## src/rtl/filter_pkg.sv

```systemverilog
// Shared types and constants for the sample framer.
package filter_pkg;

   localparam logic [7:0] SYNC_BYTE_DEFAULT = 8'hA5;

   typedef enum logic [2:0] {
      IDLE,
      LOAD,
      START,
      WAIT_HI,
      WAIT_LO
   } framer_state_t;

   // Number of whole bytes in a sample of the given bit width.
   function automatic int nbytes(input int width);
      return width / 8;
   endfunction

endpackage

```

## src/rtl/sync_fifo.sv

```systemverilog
// Single-clock FIFO with a registered occupancy count.
module sync_fifo #(
   parameter int WIDTH = 64,
   parameter int DEPTH = 4
) (
   input  logic             Clk,
   input  logic             Rst,
   input  logic [WIDTH-1:0] wr_data,
   input  logic             push,
   input  logic             pop,
   output logic [WIDTH-1:0] rd_data,
   output logic             full,
   output logic             empty
);

   localparam int AW = $clog2(DEPTH);

   logic [WIDTH-1:0] mem [DEPTH];
   logic [AW-1:0]    wr_ptr;
   logic [AW-1:0]    rd_ptr;
   logic [AW:0]      count;
   logic             do_push;
   logic             do_pop;

   assign full    = (count == (AW+1)'(DEPTH));
   assign empty   = (count == '0);
   assign do_push = push && !full;
   assign do_pop  = pop && !empty;
   assign rd_data = mem[rd_ptr];

   // Pointer and occupancy bookkeeping; a simultaneous push and pop leaves the count unchanged.
   always_ff @(posedge Clk) begin
      if (Rst) begin
         wr_ptr <= '0;
         rd_ptr <= '0;
         count  <= '0;
      end else begin
         if (do_push) wr_ptr <= wr_ptr + 1'b1;
         if (do_pop)  rd_ptr <= rd_ptr + 1'b1;
         case ({do_push, do_pop})
            2'b10:   count <= count + 1'b1;
            2'b01:   count <= count - 1'b1;
            default: count <= count;
         endcase
      end
   end

   // Sample storage; rejected pushes leave contents untouched.
   always_ff @(posedge Clk) begin
      if (do_push) mem[wr_ptr] <= wr_data;
   end

endmodule

```

## src/rtl/sample_uart_framer.sv

```systemverilog
// Buffers filtered samples and streams each as SYNC, data bytes MSB-first, XOR checksum
// through a byte-wide UART TX core using a start/busy handshake.
module sample_uart_framer
   import filter_pkg::*;
#(
   parameter int         DATAWIDTH  = 64,
   parameter int         FIFO_DEPTH = 4,
   parameter logic [7:0] SYNC_BYTE  = SYNC_BYTE_DEFAULT
) (
   input  logic                        Clk,
   input  logic                        Rst,
   input  logic signed [DATAWIDTH-1:0] SampleIn,
   input  logic                        SampleValid,
   output logic                        SampleReady,
   output logic [7:0]                  tx_data,
   output logic                        tx_start,
   input  logic                        tx_busy,
   output logic                        Overflow,
   output logic [15:0]                 FramesSent
);

   localparam int NBYTES = nbytes(DATAWIDTH);
   localparam int BCW    = $clog2(NBYTES + 2);

   framer_state_t        state;
   logic [DATAWIDTH-1:0] fifo_rd;
   logic                 fifo_full;
   logic                 fifo_empty;
   logic                 fifo_pop;
   logic [DATAWIDTH-1:0] shreg;
   logic [7:0]           csum;
   logic [BCW-1:0]       byte_cnt;
   logic                 advance;
   logic                 more_data;

   sync_fifo #(
      .WIDTH (DATAWIDTH),
      .DEPTH (FIFO_DEPTH)
   ) u_fifo (
      .Clk     (Clk),
      .Rst     (Rst),
      .wr_data (SampleIn),
      .push    (SampleValid),
      .pop     (fifo_pop),
      .rd_data (fifo_rd),
      .full    (fifo_full),
      .empty   (fifo_empty)
   );

   assign SampleReady = !fifo_full;
   assign fifo_pop    = (state == LOAD);
   assign advance     = (state == WAIT_LO) && !tx_busy;
   assign more_data   = (byte_cnt < BCW'(NBYTES));
   // The start pulse is decoded from START so the TX core samples it on the edge that leaves
   // START; it can never coincide with tx_busy and lasts exactly one cycle.
   assign tx_start    = (state == START) && !tx_busy;

   // Sticky overflow flag: a sample offered while the buffer is full is lost.
   always_ff @(posedge Clk) begin
      if (Rst) begin
         Overflow <= 1'b0;
      end else if (SampleValid && fifo_full) begin
         Overflow <= 1'b1;
      end
   end

   // Byte sequencer: walks SYNC, data bytes and checksum through the start/busy handshake.
   always_ff @(posedge Clk) begin
      if (Rst) begin
         state      <= IDLE;
         tx_data    <= 8'h00;
         byte_cnt   <= '0;
         FramesSent <= 16'h0000;
      end else begin
         case (state)
            IDLE: begin
               if (!fifo_empty) state <= LOAD;
            end
            LOAD: begin
               tx_data  <= SYNC_BYTE;
               byte_cnt <= '0;
               state    <= START;
            end
            START: begin
               if (!tx_busy) state <= WAIT_HI;
            end
            WAIT_HI: begin
               if (tx_busy) state <= WAIT_LO;
            end
            WAIT_LO: begin
               if (!tx_busy) begin
                  if (more_data) begin
                     tx_data  <= shreg[DATAWIDTH-1 -: 8];
                     byte_cnt <= byte_cnt + 1'b1;
                     state    <= START;
                  end else if (byte_cnt == BCW'(NBYTES)) begin
                     tx_data  <= csum;
                     byte_cnt <= byte_cnt + 1'b1;
                     state    <= START;
                  end else begin
                     FramesSent <= FramesSent + 16'd1;
                     state      <= fifo_empty ? IDLE : LOAD;
                  end
               end
            end
            default: state <= IDLE;
         endcase
      end
   end

   // Sample shift register and running checksum; loaded on LOAD, advanced per data byte.
   always_ff @(posedge Clk) begin
      if (state == LOAD) begin
         shreg <= fifo_rd;
         csum  <= 8'h00;
      end else if (advance && more_data) begin
         csum  <= csum ^ shreg[DATAWIDTH-1 -: 8];
         shreg <= shreg << 8;
      end
   end

endmodule

```

## config.mk

```make
export PLATFORM = sky130hd
export DESIGN_NAME = sample_uart_framer
export DESIGN_NICKNAME = d
export VERILOG_FILES = /design/src/rtl/filter_pkg.sv /design/src/rtl/sync_fifo.sv /design/src/rtl/sample_uart_framer.sv
export SDC_FILE = /design/constraint.sdc
export NUM_CORES = 1
export LEC_CHECK = 0
export CAP_MARGIN = 20
export CORE_ASPECT_RATIO = 0.75
export CORE_MARGIN = 3
export CORE_UTILIZATION = 59
export DETAILED_ROUTE_END_ITERATION = 10
export GPL_TIMING_DRIVEN = 0
export PLACE_DENSITY = 0.9
export REMOVE_ABC_BUFFERS = 1
export SYNTH_ARGS = -nofsm -noshare
export SYNTH_HDL_FRONTEND = slang
export SYNTH_HIERARCHICAL = 1
export SYNTH_SLANG_ARGS = --single-unit
```

## constraint.sdc

```tcl
create_clock -name Clk -period 4.7 [get_ports Clk]
set_clock_uncertainty 0.2 [all_clocks]
set_input_delay 0.705 -clock Clk [delete_from_list [all_inputs] [get_ports Clk]]
set_output_delay 0.705 -clock Clk [all_outputs]
set_load 0.005 [all_outputs]
```

Word-level counts from Yosys, hierarchy flattened
Memories as Yosys holds them, arrays and structs flattened. A register that Yosys moved wholly into a read port is not among the register bits.
Cells that the tools add are included.
Widths: inputs -> output; s select.

storage, ports and cells
  flip-flop bits (word level) = 111
  latch bits = 0
  memory bits (writable) = 256
  ROM bits = 0
  bits of input ports = 68
  logic and storage cells = 75
  memories kept = 1

memory list
  memory      depth  width  rd ports  clocked after Yosys merged registers in  wr ports  RTL line         source
  u_fifo.mem  4      64     1         1                                        1         sync_fifo.sv:18  logic [WIDTH-1:0] mem [DEPTH];

operators by class
  add/sub/neg operators = 6
  multipliers = 0
  div/mod/pow operators = 0
  $lt $le $gt $ge = 1
  eq/ne operators = 13
  shift operators = 0
  mux-type cells = 23
  bitwise logic cells = 4
  reduce and logical (&&, ||, !) cells = 17

operators by type and width
  cell                   number
  $mux 64                2
  $mux 8                 3
  $add 16x1->16 const B  1
  $pmux 8 s2             1
  $pmux 3 s5             1
  $mux 3                 4
  $mux 4                 3
  $mux 2                 4
  $ne 2x2->1 const B     4
  $pmux 4 s2             1
  $reduce_and 4->1       2
  $xor 8x8->8            1
  $eq 3x2->1 const B     2
  $eq 3x3->1 const B     2
  $logic_and 1x1->1      6
  $logic_not 3->1        2
  $pmux 3 s2             1
  $reduce_bool 2->1      3
  $add 2x1->2 const B    2
  $add 4x1->4 const B    1
  $eq 4x4->1 const B     1
  $lt 4x4->1 const B     1
  $add 3x1->3 const B    1
  $eq 3x1->1 const B     1
  8 further kinds        14

Depth between registers and ports, before layout
  word-level depth = 6
  depth in mapped cells = 13

Hierarchy
Netlist, hierarchy kept.

by module, submodules not included
  module              instances  cells an instance  area each (um2)
  sync_fifo           1          388                9785.6
  sample_uart_framer  1          475                4541.9

Least setup slack after synthesis
Ideal clock, no wire load.

  kind = input port to flip-flop
  start point = input tx_busy
  end point = register shreg[0] (enable)
  setup time = 0.423 ns
  data arrival time = 2.863 ns
  slack = 1.214 ns
  cell stages on the path = 4
  path buffers = 1
  cells stage by stage = nor4b_4 > clkbuf_1 > nand2_1 > nand2_1

between the ends
  word-level cells in the longest chain between the ends = 4

RTL lines
  item                         RTL line                   source
  start, declared              sample_uart_framer.sv:17   input logic tx_busy,
  $logic_not 1->1              n/a
  $logic_and 1x1->1            sample_uart_framer.sv:52   assign advance = (state == WAIT_LO) && !tx_busy;
  $logic_and 1x1->1            sample_uart_framer.sv:116  end else if (advance && more_data) begin
  $reduce_bool 2->1 (no line)  n/a
  end signal, assigned         sample_uart_framer.sv:114  shreg <= fifo_rd;
  end signal, assigned         sample_uart_framer.sv:118  shreg <= shreg << 8;
  end, declared                sample_uart_framer.sv:30   logic [DATAWIDTH-1:0] shreg;

Every way passes these cells.
A chain may end at the register's enable or synchronous reset.

Worst setup path after layout
  start point = register state[1]
  end point = register u_fifo.count[2]

between the ends
  word-level cells in the longest chain between the ends = 4
  elaborated cells on any way between the ends = 6
  those cells by class = eq/ne: 3; mux: 1; reduce/logical: 2

RTL lines
  item                                                    RTL line                   source
  start, declared                                         sample_uart_framer.sv:25   framer_state_t state;
  start signal, assigned                                  sample_uart_framer.sv:102  state <= fifo_empty ? IDLE : LOAD;
  $eq 3x1->1 *                                            sample_uart_framer.sv:51   assign fifo_pop = (state == LOAD);
  $logic_and 1x1->1 *                                     sync_fifo.sv:28            assign do_pop = pop && !empty;
  net u_fifo.do_pop                                       sync_fifo.sv:23            logic do_pop;
  $eq 2x1->1 / $eq 2x2->1 (equally long branches)         sync_fifo.sv:40            case ({do_push, do_pop})
  $pmux 3 s2 / $reduce_bool 2->1 (equally long branches)  n/a
  end signal, assigned                                    sync_fifo.sv:41            2'b10: count <= count + 1'b1;
  end signal, assigned                                    sync_fifo.sv:42            2'b01: count <= count - 1'b1;
  end signal, assigned                                    sync_fifo.sv:43            default: count <= count;
  end, declared                                           sync_fifo.sv:21            logic [AW:0] count;

The timed path passes the listed nets; every way through them passes the cells marked *.

==> metrics <==
status=complete, no violations; Mean Syn Cell Area=roughly 17 µm²; post-synthesis sequential area ratio=0.739; number of vias per cell=6.07; Area growth syn-to-layout=17.1%; number of enable flip-flop cells after synthesis=320; CP Class=register to register; #FFs+latches synth=approximately 370; YS warnings=6; dpl hpwl=approximately 15 mm; WHS Endpoint=Overflow$_SDFFE_PP0P_; fin crit share=0.894; all-layer global routing usage=0.226; top-area cell type share of the netlist area=0.671; fin crit period=around 4200 ps; die area=26200 µm²; synth unique cells=43; Avg WL per Cell=22.3 µm; vias in the first global route=around 8100; Peak VDD IR=between 0.3 and 0.4 mV; Pwr Total=about 8.6 mW; Worst Setup Start Kind=register; drc violations=0; slew margin rel.=0.327; Post-Place Cells=1224; initial antenna violation count=3; CP max FO=41; layout cell share with drive strength beyond 1=0.140; clk sink count=369; drt pass-1 iters=5; Final Instance Count excl. Fillers=1284; Core Area=between 20000 and 25000 µm²; Post-Route WL=28.7 mm; initial drt markers=764; total grt overflow=0; max-slew violations=0; clock root buffer=clkbuf_16; Least-Margin Pin Slew=999 ps; IO Port Bufs=94; setup ws final=roughly 500 ps; critical path capture point type=register; gpl congestion=~0.75; Largest stage delay, worst path=around 600 ps; most used cell, CP=inv_1; Worst R2R Setup Slack=500 ps; largest net degree at the start of global routing=60; Cells on Worst Hold Path=2; Final setup viols=0; Antenna Cells=0; worst skew pair latency=just over 500 ps; Worst Hold Launch=Overflow$_SDFFE_PP0P_; CTS max path bufs=3; worst slack, placed=just over 70 ps; CP max-delay cell=nand2_2; post-route ant nets=0; Leakage=5.66 nW; fill count=roughly 1400; asr flop ratio synth=0; Cell Pwr Density=513 nW/µm²; Hold WC Path Type=register to register; clock transition at the registers of the reported paths=~70 ps; maxcap violations=0; worst path cell trace=nor2_2 > nand2_2 > inv_4 > buf_12 > o31ai_1 > inv_1 > ha_1 > inv_1 > fa_1 > xor2_1 > or3_1 > a21oi_1; total CTS buffers=35; TritonCTS clock tree=built; register area=10600 µm²; WP data arrival=approximately 4400 ps; fin nets=1039; worst r2r path cells=12; Die X=between 150 and 200 µm; Hold Fails Final Rpt=0; reg-to-reg startpoint=state[1]$_SDFFE_PP0P_; first-pass GRT wire length=about 45 mm; Crit Reg-Reg Endpoint=u_fifo/count[2]$_SDFFE_PP0P_; Multi-input gate area=~3400 µm²; num ports=95; Rows=between 40 and 50; Post-Synthesis Cells=around 860; vias=around 7800; post-synth top area cell=edfxtp_1; setup TNS=0 ps; Synth area leaders=edfxtp_1 67%, mux4_2 9.4%, dfxtp_1 6.8%; Initial Util=0.612; Synth Flop Type=edfxtp_1; Worst EP required=4940 ps; htree depth=2; RSZ-0062 raised after global routing=false; Fmax=roughly 240 MHz; Die Ht=about 140 µm; Netlist Area Pre-Place=roughly 14000 µm²
## power breakdown
group	leakage, nW	total, mW	switching [mW]	internal (mW)
Combinational	1.75	1.46	0.860	0.595
Clock	0.566	2.84	1.15	1.69
Sequential	3.34	4.30	0.203	4.10
Total	5.66	8.60	2.21	6.39
## cells in the mapped netlist, types with 2 or more instances
master,count
nand3_1,18
buf_12,6
nand2b_1,3
mux2i_1,6
and3_1,10
o31ai_1,9
mux4_1,4
nor2_1,25
or3_1,7
a211oi_1,4
clkbuf_1,20
and2_1,5
a21oi_1,26
buf_2,12
nand2_1,181
inv_1,17
dfxtp_1,49
xor2_1,16
mux4_2,60
o21ai_0,9
buf_1,2
mux2_2,4
nor3_1,11
nand4_1,7
ha_1,8
edfxtp_1,320
or4_1,7
or2_2,2
## cell type report
| class | count | area share |
|---|---|---|
| sequential | 369 | 0.632 |
| multi-input combinational | 434 | 0.203 |
| timing repair buffer | 104 | 0.0696 |
| clock buffer | 43 | 0.0584 |
| tap | 300 | 0.0224 |
| clock inverter | 16 | 0.0104 |
| inverter | 18 | 0.00418 |
## cell families (layout without fill, tap and decap cells)
kind of cell / Yosys count / count (layout) / share of synthesized area
flip-flops: 369 / 369 / 0.739
XOR/XNOR: 16 / 16 / 0.00978
AO/OA/AOI/OAI: 52 / 52 / 0.0213
adder cells (fa/ha/maj): 9 / 9 / 0.00838
AND/OR/NAND/NOR: 283 / 283 / 0.0882
buffers and inverters: 60 / 181 / 0.0242
multiplexers: 74 / 74 / 0.109
## cell usage in the layout, fill, tap and decap left out, drive strengths merged, types with 2 or more instances in the layout
master,n
nor2,25
o21ai,9
a21oi,26
edfxtp,320
clkinv,11
o31ai,9
mux2i,6
and3,10
mux4,64
a211oi,4
nor3,11
mux2,4
nand2,181
clkbuf,43
ha,8
nand3,19
and2,5
or2,2
dfxtp,49
nand4,8
xor2,16
inv,19
buf,11
or4,7
clkdlybuf4s50,93
bufinv,4
nand2b,3
or3,7
## what timing repair did
item | CTS | global route
resized for setup | 1 | 1
gates cloned | 0 | 0
hold buffers | 0 | 0
endpoints found under the setup margin | 1 | 1
setup buffers | 0 | 0
## worst max-delay path: cells and delay by family (launching register included)
kind	cells	cell delay (ps)
XOR/XNOR	1	160
flip-flops	1	420
adder cells (fa/ha/maj)	2	610
buffers and inverters	4	990
AND/OR/NAND/NOR	3	1420
AO/OA/AOI/OAI	2	300
## per-stage QoR
stage               utilization  instance area, µm²  hold WS (ps)
CTS                       0.716               16800           272
detailed placement        0.667               15600           256
finish                    0.716               16800           268
floorplan                     -               14000           252
global route              0.716               16800           313
global placement          0.656               15400           246
## registers in the layout, indices dropped and copies added, names as in the netlist, named ones only
name,count
FramesSent,16
Overflow,1
byte_cnt,4
csum,8
shreg,64
state,3
tx_data,8
u_fifo/count,3
u_fifo/mem,256
u_fifo/rd_ptr,2
u_fifo/wr_ptr,2
## how the worst max path moves through the flow
stage,from,end,depth (start not counted)
after floorplan,state[1]$_SDFFE_PP0P_,u_fifo/count[2]$_SDFFE_PP0P_,11
after global placement,state[1]$_SDFFE_PP0P_,shreg[15]$_DFFE_PP_,3
after detailed placement,state[1]$_SDFFE_PP0P_,u_fifo/count[2]$_SDFFE_PP0P_,12
after CTS,state[1]$_SDFFE_PP0P_,u_fifo/count[2]$_SDFFE_PP0P_,12
after global routing,state[1]$_SDFFE_PP0P_,u_fifo/count[2]$_SDFFE_PP0P_,12
final,state[1]$_SDFFE_PP0P_,u_fifo/count[2]$_SDFFE_PP0P_,12
## per-layer routing
metal  share of wire  vias to the layer above  routed length, µm  track usage
li1                -                     3466                  -            -
met1            0.41                     3906              11600        0.311
met2            0.49                      350              14200        0.368
met3           0.077                       68               2220       0.0490
met4           0.021                        6                611       0.0697
met5          0.0014                        -                 39            0
Power figures use the tool's default switching activity.
